===== src/rtl/w5300_seq.sv =====
// W5300 8-bit host-interface bus-cycle sequencer: times /CS, /RD, /WR for Z80 byte accesses.
// Optional interrupt-register poller and Z80/poller arbitration enabled by `define W5300_SEQ_POLL_EN.
module w5300_seq #(
    parameter int          SETUP_CYC   = 1,
    parameter int          STROBE_CYC  = 4,
    parameter int          HOLD_CYC    = 1,
    parameter int          POLL_PERIOD = 1024,
    parameter logic [9:0]  POLL_ADDR   = 10'h003
) (
    input  logic        fclk,
    input  logic        rst_n,
    input  logic        z_req,
    input  logic        z_wr,
    input  logic [9:0]  z_addr,
    input  logic [7:0]  z_wdata,
    output logic        z_ack,
    output logic [7:0]  z_rdata,
    output logic [9:0]  w_addr,
    output logic        w_cs_n,
    output logic        w_rd_n,
    output logic        w_wr_n,
    output logic [7:0]  w_dout,
    output logic        w_doe,
    input  logic [7:0]  w_din,
    output logic        irq
);

    typedef enum logic [1:0] {IDLE = 2'd0, SETUP = 2'd1, STROBE = 2'd2, HOLD = 2'd3} state_t;

    localparam logic [3:0] SETUP_LD  = 4'(SETUP_CYC - 1);
    localparam logic [3:0] STROBE_LD = 4'(STROBE_CYC - 1);
    localparam logic [3:0] HOLD_LD   = 4'(HOLD_CYC - 1);

    state_t      state_r, state_s;
    logic [3:0]  cnt_r, cnt_s;
    logic        dir_r, dir_s;
    logic        own_poll_r;
    logic        grant_z_s, grant_p_s;
    logic        cap_s, done_s;

`ifdef W5300_SEQ_POLL_EN
    localparam int PW = (POLL_PERIOD > 2) ? $clog2(POLL_PERIOD) : 1;
    localparam logic [PW-1:0] POLL_LAST = PW'(POLL_PERIOD - 1);

    logic [PW-1:0] poll_cnt_r;
    logic          poll_pend_r;
    logic [7:0]    poll_reg_r;
`else
    logic          unused_poll_cfg_s;

    // Poller parameters are accepted for drop-in compatibility but have no effect here.
    assign unused_poll_cfg_s = (POLL_PERIOD > 0);
`endif

    // Owner selection; a still-high z_req during the ack cycle is stale and must not start a cycle.
    always_comb begin
        grant_z_s = (state_r == IDLE) && !z_ack && z_req;
`ifdef W5300_SEQ_POLL_EN
        grant_p_s = (state_r == IDLE) && !z_ack && !z_req && poll_pend_r;
`else
        grant_p_s = 1'b0;
`endif
        if (grant_z_s) begin
            dir_s = z_wr;
        end else if (grant_p_s) begin
            dir_s = 1'b0;
        end else begin
            dir_s = dir_r;
        end
    end

    // Next-state and phase counter: each state lasts N cycles, counter loads N-1 on entry.
    always_comb begin
        state_s = state_r;
        cnt_s   = cnt_r;
        cap_s   = 1'b0;
        done_s  = 1'b0;
        case (state_r)
            IDLE: begin
                if (grant_z_s || grant_p_s) begin
                    state_s = SETUP;
                    cnt_s   = SETUP_LD;
                end else begin
                    state_s = IDLE;
                end
            end
            SETUP: begin
                if (cnt_r == 4'd0) begin
                    state_s = STROBE;
                    cnt_s   = STROBE_LD;
                end else begin
                    cnt_s = cnt_r - 4'd1;
                end
            end
            STROBE: begin
                if (cnt_r == 4'd0) begin
                    state_s = HOLD;
                    cnt_s   = HOLD_LD;
                    cap_s   = !dir_r;
                end else begin
                    cnt_s = cnt_r - 4'd1;
                end
            end
            HOLD: begin
                if (cnt_r == 4'd0) begin
                    state_s = IDLE;
                    done_s  = 1'b1;
                end else begin
                    cnt_s = cnt_r - 4'd1;
                end
            end
            default: begin
                state_s = IDLE;
                cnt_s   = 4'd0;
            end
        endcase
    end

    // State, holding registers and bus strobes; strobes are decoded from the next state so they are registered.
    always_ff @(posedge fclk or negedge rst_n) begin
        if (!rst_n) begin
            state_r    <= IDLE;
            cnt_r      <= 4'd0;
            dir_r      <= 1'b0;
            own_poll_r <= 1'b0;
            w_addr     <= 10'd0;
            w_dout     <= 8'd0;
            w_cs_n     <= 1'b1;
            w_rd_n     <= 1'b1;
            w_wr_n     <= 1'b1;
            w_doe      <= 1'b0;
            z_ack      <= 1'b0;
            z_rdata    <= 8'd0;
        end else begin
            state_r <= state_s;
            cnt_r   <= cnt_s;
            dir_r   <= dir_s;
            if (grant_z_s) begin
                own_poll_r <= 1'b0;
                w_addr     <= z_addr;
                w_dout     <= z_wr ? z_wdata : w_dout;
            end else if (grant_p_s) begin
                own_poll_r <= 1'b1;
                w_addr     <= POLL_ADDR;
            end
            w_cs_n  <= (state_s == IDLE);
            w_rd_n  <= !((state_s == STROBE) && !dir_s);
            w_wr_n  <= !((state_s == STROBE) && dir_s);
            w_doe   <= (state_s != IDLE) && dir_s;
            z_ack   <= done_s && !own_poll_r;
            if (cap_s && !own_poll_r) begin
                z_rdata <= w_din;
            end
        end
    end

`ifdef W5300_SEQ_POLL_EN
    // Poll timer; a wrap while a poll is still pending is absorbed so at most one poll is outstanding.
    always_ff @(posedge fclk or negedge rst_n) begin
        if (!rst_n) begin
            poll_cnt_r  <= '0;
            poll_pend_r <= 1'b0;
            poll_reg_r  <= 8'd0;
            irq         <= 1'b0;
        end else begin
            poll_cnt_r <= (poll_cnt_r == POLL_LAST) ? '0 : poll_cnt_r + 1'b1;
            if (poll_cnt_r == POLL_LAST) begin
                poll_pend_r <= 1'b1;
            end else if (grant_p_s) begin
                poll_pend_r <= 1'b0;
            end
            if (cap_s && own_poll_r) begin
                poll_reg_r <= w_din;
            end
            if (done_s && own_poll_r) begin
                irq <= (poll_reg_r != 8'd0);
            end
        end
    end
`else
    assign irq = 1'b0;
`endif

endmodule

===== config.mk =====
export PLATFORM = sky130hd
export DESIGN_NAME = w5300_seq
export DESIGN_NICKNAME = d
export VERILOG_FILES = /design/src/rtl/w5300_seq.sv
export SDC_FILE = /design/constraint.sdc
export NUM_CORES = 1
export LEC_CHECK = 0
export CORE_UTILIZATION = 39
export CTS_BUF_LIST = sky130_fd_sc_hd__clkbuf_16
export CTS_CLUSTER_SIZE = 14
export DETAILED_ROUTE_END_ITERATION = 7
export PLACE_DENSITY_LB_ADDON = 0.3
export SLEW_MARGIN = 20
export SYNTH_ARGS = -nofsm -noshare
export SYNTH_HDL_FRONTEND = slang
export SYNTH_SLANG_ARGS = --single-unit

===== constraint.sdc =====
create_clock -name fclk -period 1.8 [get_ports fclk]
set_input_delay 0.54 -clock fclk [delete_from_list [all_inputs] [get_ports fclk]]
set_output_delay 0.54 -clock fclk [all_outputs]
set_load 0.01 [all_outputs]

* After elaboration in Yosys (flattened, before gate mapping)
Cells that the tools add are included.
Widths: inputs -> output; s select.
** Storage, ports and cells
- Input bits :: 30
- Flip-flop bits (word level) :: 38
- Logic and storage cells :: 49
- Output and inout port bits :: 32
** Operators by class
- Multiplexer cells :: 15
- Add/sub/neg operators :: 1
- Reduce and logical (&&, ||, !) cells :: 16
- Equal/unequal tests :: 6
** Operators by type and width (number)
- $mux 4 :: 4
- $pmux 4 s4 :: 1
- $pmux 2 s4 :: 1
- $eq 2x2->1 const B :: 3
- $mux 1 :: 6
- $mux 2 :: 3
- $logic_and 1x1->1 :: 5
- $logic_not 1->1 :: 5
- $logic_not 2->1 :: 2
- $logic_not 4->1 :: 1
- $ne 2x2->1 const B :: 2
- $reduce_and 2->1 :: 2
- $sub 4x1->4 const B :: 1
- $eq 2x1->1 const B :: 1
- $reduce_bool 2->1 :: 1

* Depth between registers and ports, before layout
- Depth after elaboration :: 8
- Mapped depth :: 6
- Mapped depth without buffers :: 5

* Least setup slack after synthesis
Ideal clock, no wire load.
- Path kind :: register -> register
- Start point :: register cnt_r[0]
- End point :: register z_rdata[0]
- Setup slack :: -137 ps
- Period minus slack after synthesis :: 1937 ps
- Arrival time :: 1812 ps
- Path buffers :: 1
- Library setup time :: 125 ps
- Required time :: 1675 ps
- Stages on the path, launching flop included :: 7
- Path through :: dfrtp_1 inv_1 ha_1 or3b_1 or3_1 buf_6 mux2_4
** On the way
- Cells in the longest elaborated chain, start to end :: 3
** RTL lines
- start: declaration :: line 35 : logic [3:0] cnt_r, cnt_s;
- start signal: assignment :: line 136 : cnt_r <= cnt_s;
- $logic_not 4->1 :: line 96 : if (cnt_r == 4'd0) begin
- $mux 1 :: line 96
- $mux 1 :: line 78 : case (state_r)
- end signal: assignment :: line 152 : z_rdata <= w_din;
- end: declaration :: line 17 : output logic [7:0] z_rdata,
No other way between the ends.
A chain may end at the register's enable or synchronous reset.

* Worst setup path after layout
- Start point :: register cnt_r[0]
- End point :: register z_rdata[1]
Same word-level chain as after synthesis.

==> impl_summary.md <==
Pwr
The internal power of the cells totals roughly 3.3 mW. The part of the total power dissipated in combinational logic is 0.436. In this run the power density over the cells is 1840 nW/µm². Of the total power, registers draw 0.328. Of the total power, the share spent switching nets is 0.299. The reported net switching power is 1.42 mW.

The analysis attributes to cell leakage a power of between 1 and 1.5 nW. The peak supply drop is 0.00108 V. The share of total power dissipated in the clock network is 0.235.

Timing
The highest clock rate is 539 MHz. The clock skew after layout is 0.00714 ns. Setup repair after global routing could not meet its margin everywhere.

The final worst setup slack is -0.0563 ns. For the final routed database, the setup TNS stands at -0.386 ns. Setup violations remaining at the end of the flow were counted as 8. The number of hold violations in the final report came to 0. The clock period minus worst slack is approximately 1.9 ns. The count of pins over their slew limit is 0.

Final hold analysis gives a worst-case slack of 0.307 ns. The post-route fraction of the period consumed by the critical path is 1.03.

Synth
Yosys attributes the largest share of cell area to sky130_fd_sc_hd__dfrtp_1 54%, sky130_fd_sc_hd__nand2_1 8.6%, sky130_fd_sc_hd__mux2_4 7.5%. In the synthesized netlist the async set-or-reset flop fraction comes to 1.00. The synthesized netlist cell count is 135. Yosys mapped a number of flops with a built-in enable equal to 0. The area of the mapped netlist is 1610 µm².

The number of synthesized register bits is 38. The post-synthesis sequential area ratio is 0.594. The number of warnings printed during yosys synthesis is 0. In the synthesized netlist the dominant register cell turns out to be sky130_fd_sc_hd__dfrtp_1. The netlist uses 34 different library cells. The cell taking the most area after synthesis is sky130_fd_sc_hd__dfrtp_1.

The number of nets in the synthesized netlist is 166. The average footprint of a synthesized cell is 11.9 µm². The share of synthesized area in the top cell type comes to 0.545.

CTS
The TritonCTS sink count is 38. In this run, CTS created clock tree buffers numbering 5. The library cell used as clock root buffer is sky130_fd_sc_hd__clkbuf_16. The number of buffers on the longest clock path is 2. The clock network latency to the later pin of the worst-skew pair is 0.28 ns. After clock tree synthesis, the clock-pin slew on the worst setup and hold paths is 0.05 ns. The maximum level of the CTS H-tree is 2. For this design, the CTS-stage hold fixing added 0 buffers. The CTS tree is yes.

GRT
The initial antenna violation count is 0. For met3 alone, demand over resource in global routing was 0.0741. For met1 alone, demand over resource in global routing was 0.218.

The overall global routing resource usage is 0.194. For met2 alone, demand over resource in global routing was 0.341. The pin count of the biggest net entering global routing is 39. The first global-routing pass estimated 6.22 mm of wire. After global routing, the most crowded layer is met2. The leftover overflow at the end of global routing is 0. The number of global-route vias before repair is approximately 1300.

Worst setup path
The maximum cell stage delay along the critical path is about 0.43 ns. STA classifies the critical path startpoint as a flop. The arrival time at the worst endpoint is approximately 2 ns. The signal on the critical path passes through inv_2 > ha_4 > or3b_4 > or3_4 > mux2_4. The top fanout value on the critical path is 8. The worst setup path category is reg2reg. The library cell contributing the largest single delay on the critical path is sky130_fd_sc_hd__or3_4. The required time reported for the critical path endpoint is 1.96 ns. The kind of end point of the critical path is a flop.

Route
The detailed-route via count is roughly 1300. In this run, the number of DRC markers left after iteration 0 of detailed routing was 43. The count of unresolved DRC violations after routing is 0. The number of vias per cell is about 4.9. The count of nets left with antenna violations once routing finished came out at 0.

The final layout contains routed wiring with a total length of 3.79 mm. The first-pass iteration count of the detailed router is 4. Dividing the detail-routed wire length by the instance count gives 14.5 µm.

Run status
The checks that failed: negative setup slack. The flow ran to the end, but the final reports show violations.

Floorplan
The floorplan row count is 22. The floorplan step defined a core boundary enclosing between 3000 and 4000 µm². The starting density of the core is 0.423. The number of placed I/O pins is 62. The die is around 66 µm wide. In this run the vertical extent of the chip is around 66 µm. The floorplan die area is between 4000 and 5000 µm².

Layout
The number of non-filler instances in the completed layout is 261. The finished cells cover 2580 µm². Of the cells placed in the final design, the portion with a size suffix greater than 1 is 0.263. Measured on the finished design, the core utilization comes to 0.678. The area growth from synthesis to layout is 60.2%. The number of diodes is 0. The number of nets at the end of the flow is 243.

Hold path
The path category of the worst min-delay check is in2async.

Run
The count of max-cap constraint violations is 0.

Place
The detailed placement HPWL is about 2.7 mm. The congestion estimate from routability-driven global placement came to 0.847. In this run, placement finished with an instance count of 250. In this run the tool buffered the top-level ports with 60 buffer cells.

The post-place instance area is about 2300 µm².
==> what timing repair did <==
action	in CTS	in global routing
setup endpoints to repair	23	19
buffers inserted	3	1
resized for setup	7	4
pin swaps	0	0
==> worst max-delay path: cells and delay by family (launching register included) <==
| kind | cells | cell delay, ns |
|---|---|---|
| adders and majority gates | 1 | 0.13 |
| buffers and inverters | 1 | 0.09 |
| DFF | 1 | 0.39 |
| muxes | 1 | 0.33 |
| and+or+nand+nor | 2 | 0.80 |
==> placed cells by master (no fill, tap or decap), drive strengths merged <==
master,instances
o21ai,1
clkbuf,5
a211o,2
or4bb,1
a32o,1
nand2,37
or3,1
inv,4
a21oi,6
conb,1
mux2i,2
clkinv,1
mux2,16
buf,18
or2,2
nor2,2
or3b,1
or4b,1
dlygate4sd2,3
dfstp,3
ha,1
nor3b,1
nor3,1
nor2b,1
or2b,1
nor4b,1
nand3,1
o22ai,1
bufinv,2
clkdlybuf4s50,56
nand2b,1
dfrtp,35
o311ai,1
o211ai,2
==> state kept, by name (all words and copies together), names as in the netlist <==
| name | cells |
|---|---|
| w_addr | 10 |
| w_dout | 8 |
| z_rdata | 8 |
| cnt_r | 4 |
| state_r | 2 |
| dir_r | 1 |
| w_cs_n | 1 |
| w_doe | 1 |
| w_rd_n | 1 |
| w_wr_n | 1 |
| z_ack | 1 |
==> synth_stat cells, drive strengths merged (2+ instances only) <==
cell type and instances:
a21oi 6, a211o 2, buf 4, mux2 16, mux2i 2, dfstp 3
clkbuf 3, nor2 2, or2 2, nand2 37, o211ai 2, dfrtp 35
inv 4
==> power groups by stage <==
stage	combinational, mW	clock, mW	sequential (mW)
2_1_floorplan	0.835	0	1.67
3_3_place_gp	1.95	0	1.53
3_5_place_dp	2.01	0	1.55
4_1_cts	2.04	1.14	1.55
5_1_grt	2.25	1.18	1.60
6_report	2.07	1.11	1.55
==> worst paths after layout <==
| path | start | end | slack, ns | cells past startpoint |
|---|---|---|---|---|
| max | cnt_r[0] | z_rdata[1] | -0.06 | 5 |
| min | rst_n | cnt_r[3] | 0.31 | 2 |
| max reg2reg | cnt_r[0] | z_rdata[1] | -0.06 | 5 |
| min reg2reg | dir_r | w_wr_n | 0.47 | 1 |
| max in group asynchronous | rst_n | w_cs_n | 1.14 | 2 |
| min in group fclk | dir_r | w_wr_n | 0.47 | 1 |
==> area by class of cell <==
class,count,area [µm²]
multi-input combinational,86,634
tap,48,60.1
sequential,38,955
clock buffer,5,125
fill,273,1220
timing repair buffer,77,723
inverter,4,15.0
clock inverter,3,63.8
==> metal layers <==
layer	vias to the layer above	wire length (µm)
li1	606	-
met1	612	1660
met2	52	1850
met3	2	255
met4	0	29
met5	-	0
==> logic make-up (layout without fill, tap and decap cells) <==
| group | after synthesis | in the layout | share of synthesized area |
|---|---|---|---|
| buffers and inverters | 11 | 89 | 0.0350 |
| adders and majority gates | 1 | 1 | 0.00778 |
| and+or+nand+nor | 52 | 52 | 0.160 |
| other | 1 | 1 | 0.00233 |
| AOI/OAI and AO/OA | 14 | 14 | 0.0576 |
| DFF | 38 | 38 | 0.594 |
| muxes | 18 | 18 | 0.143 |
==> per-stage QoR <==
step                total power [mW]  setup WS [ns]
global placement                3.47         -0.285
CTS                             4.73        -0.0768
floorplan                       2.50        -0.0433
global route                    5.03        -0.0742
finish                          4.73        -0.0563
detailed placement              3.56         -0.335
Note: power is estimated with default switching activity, not from simulation.
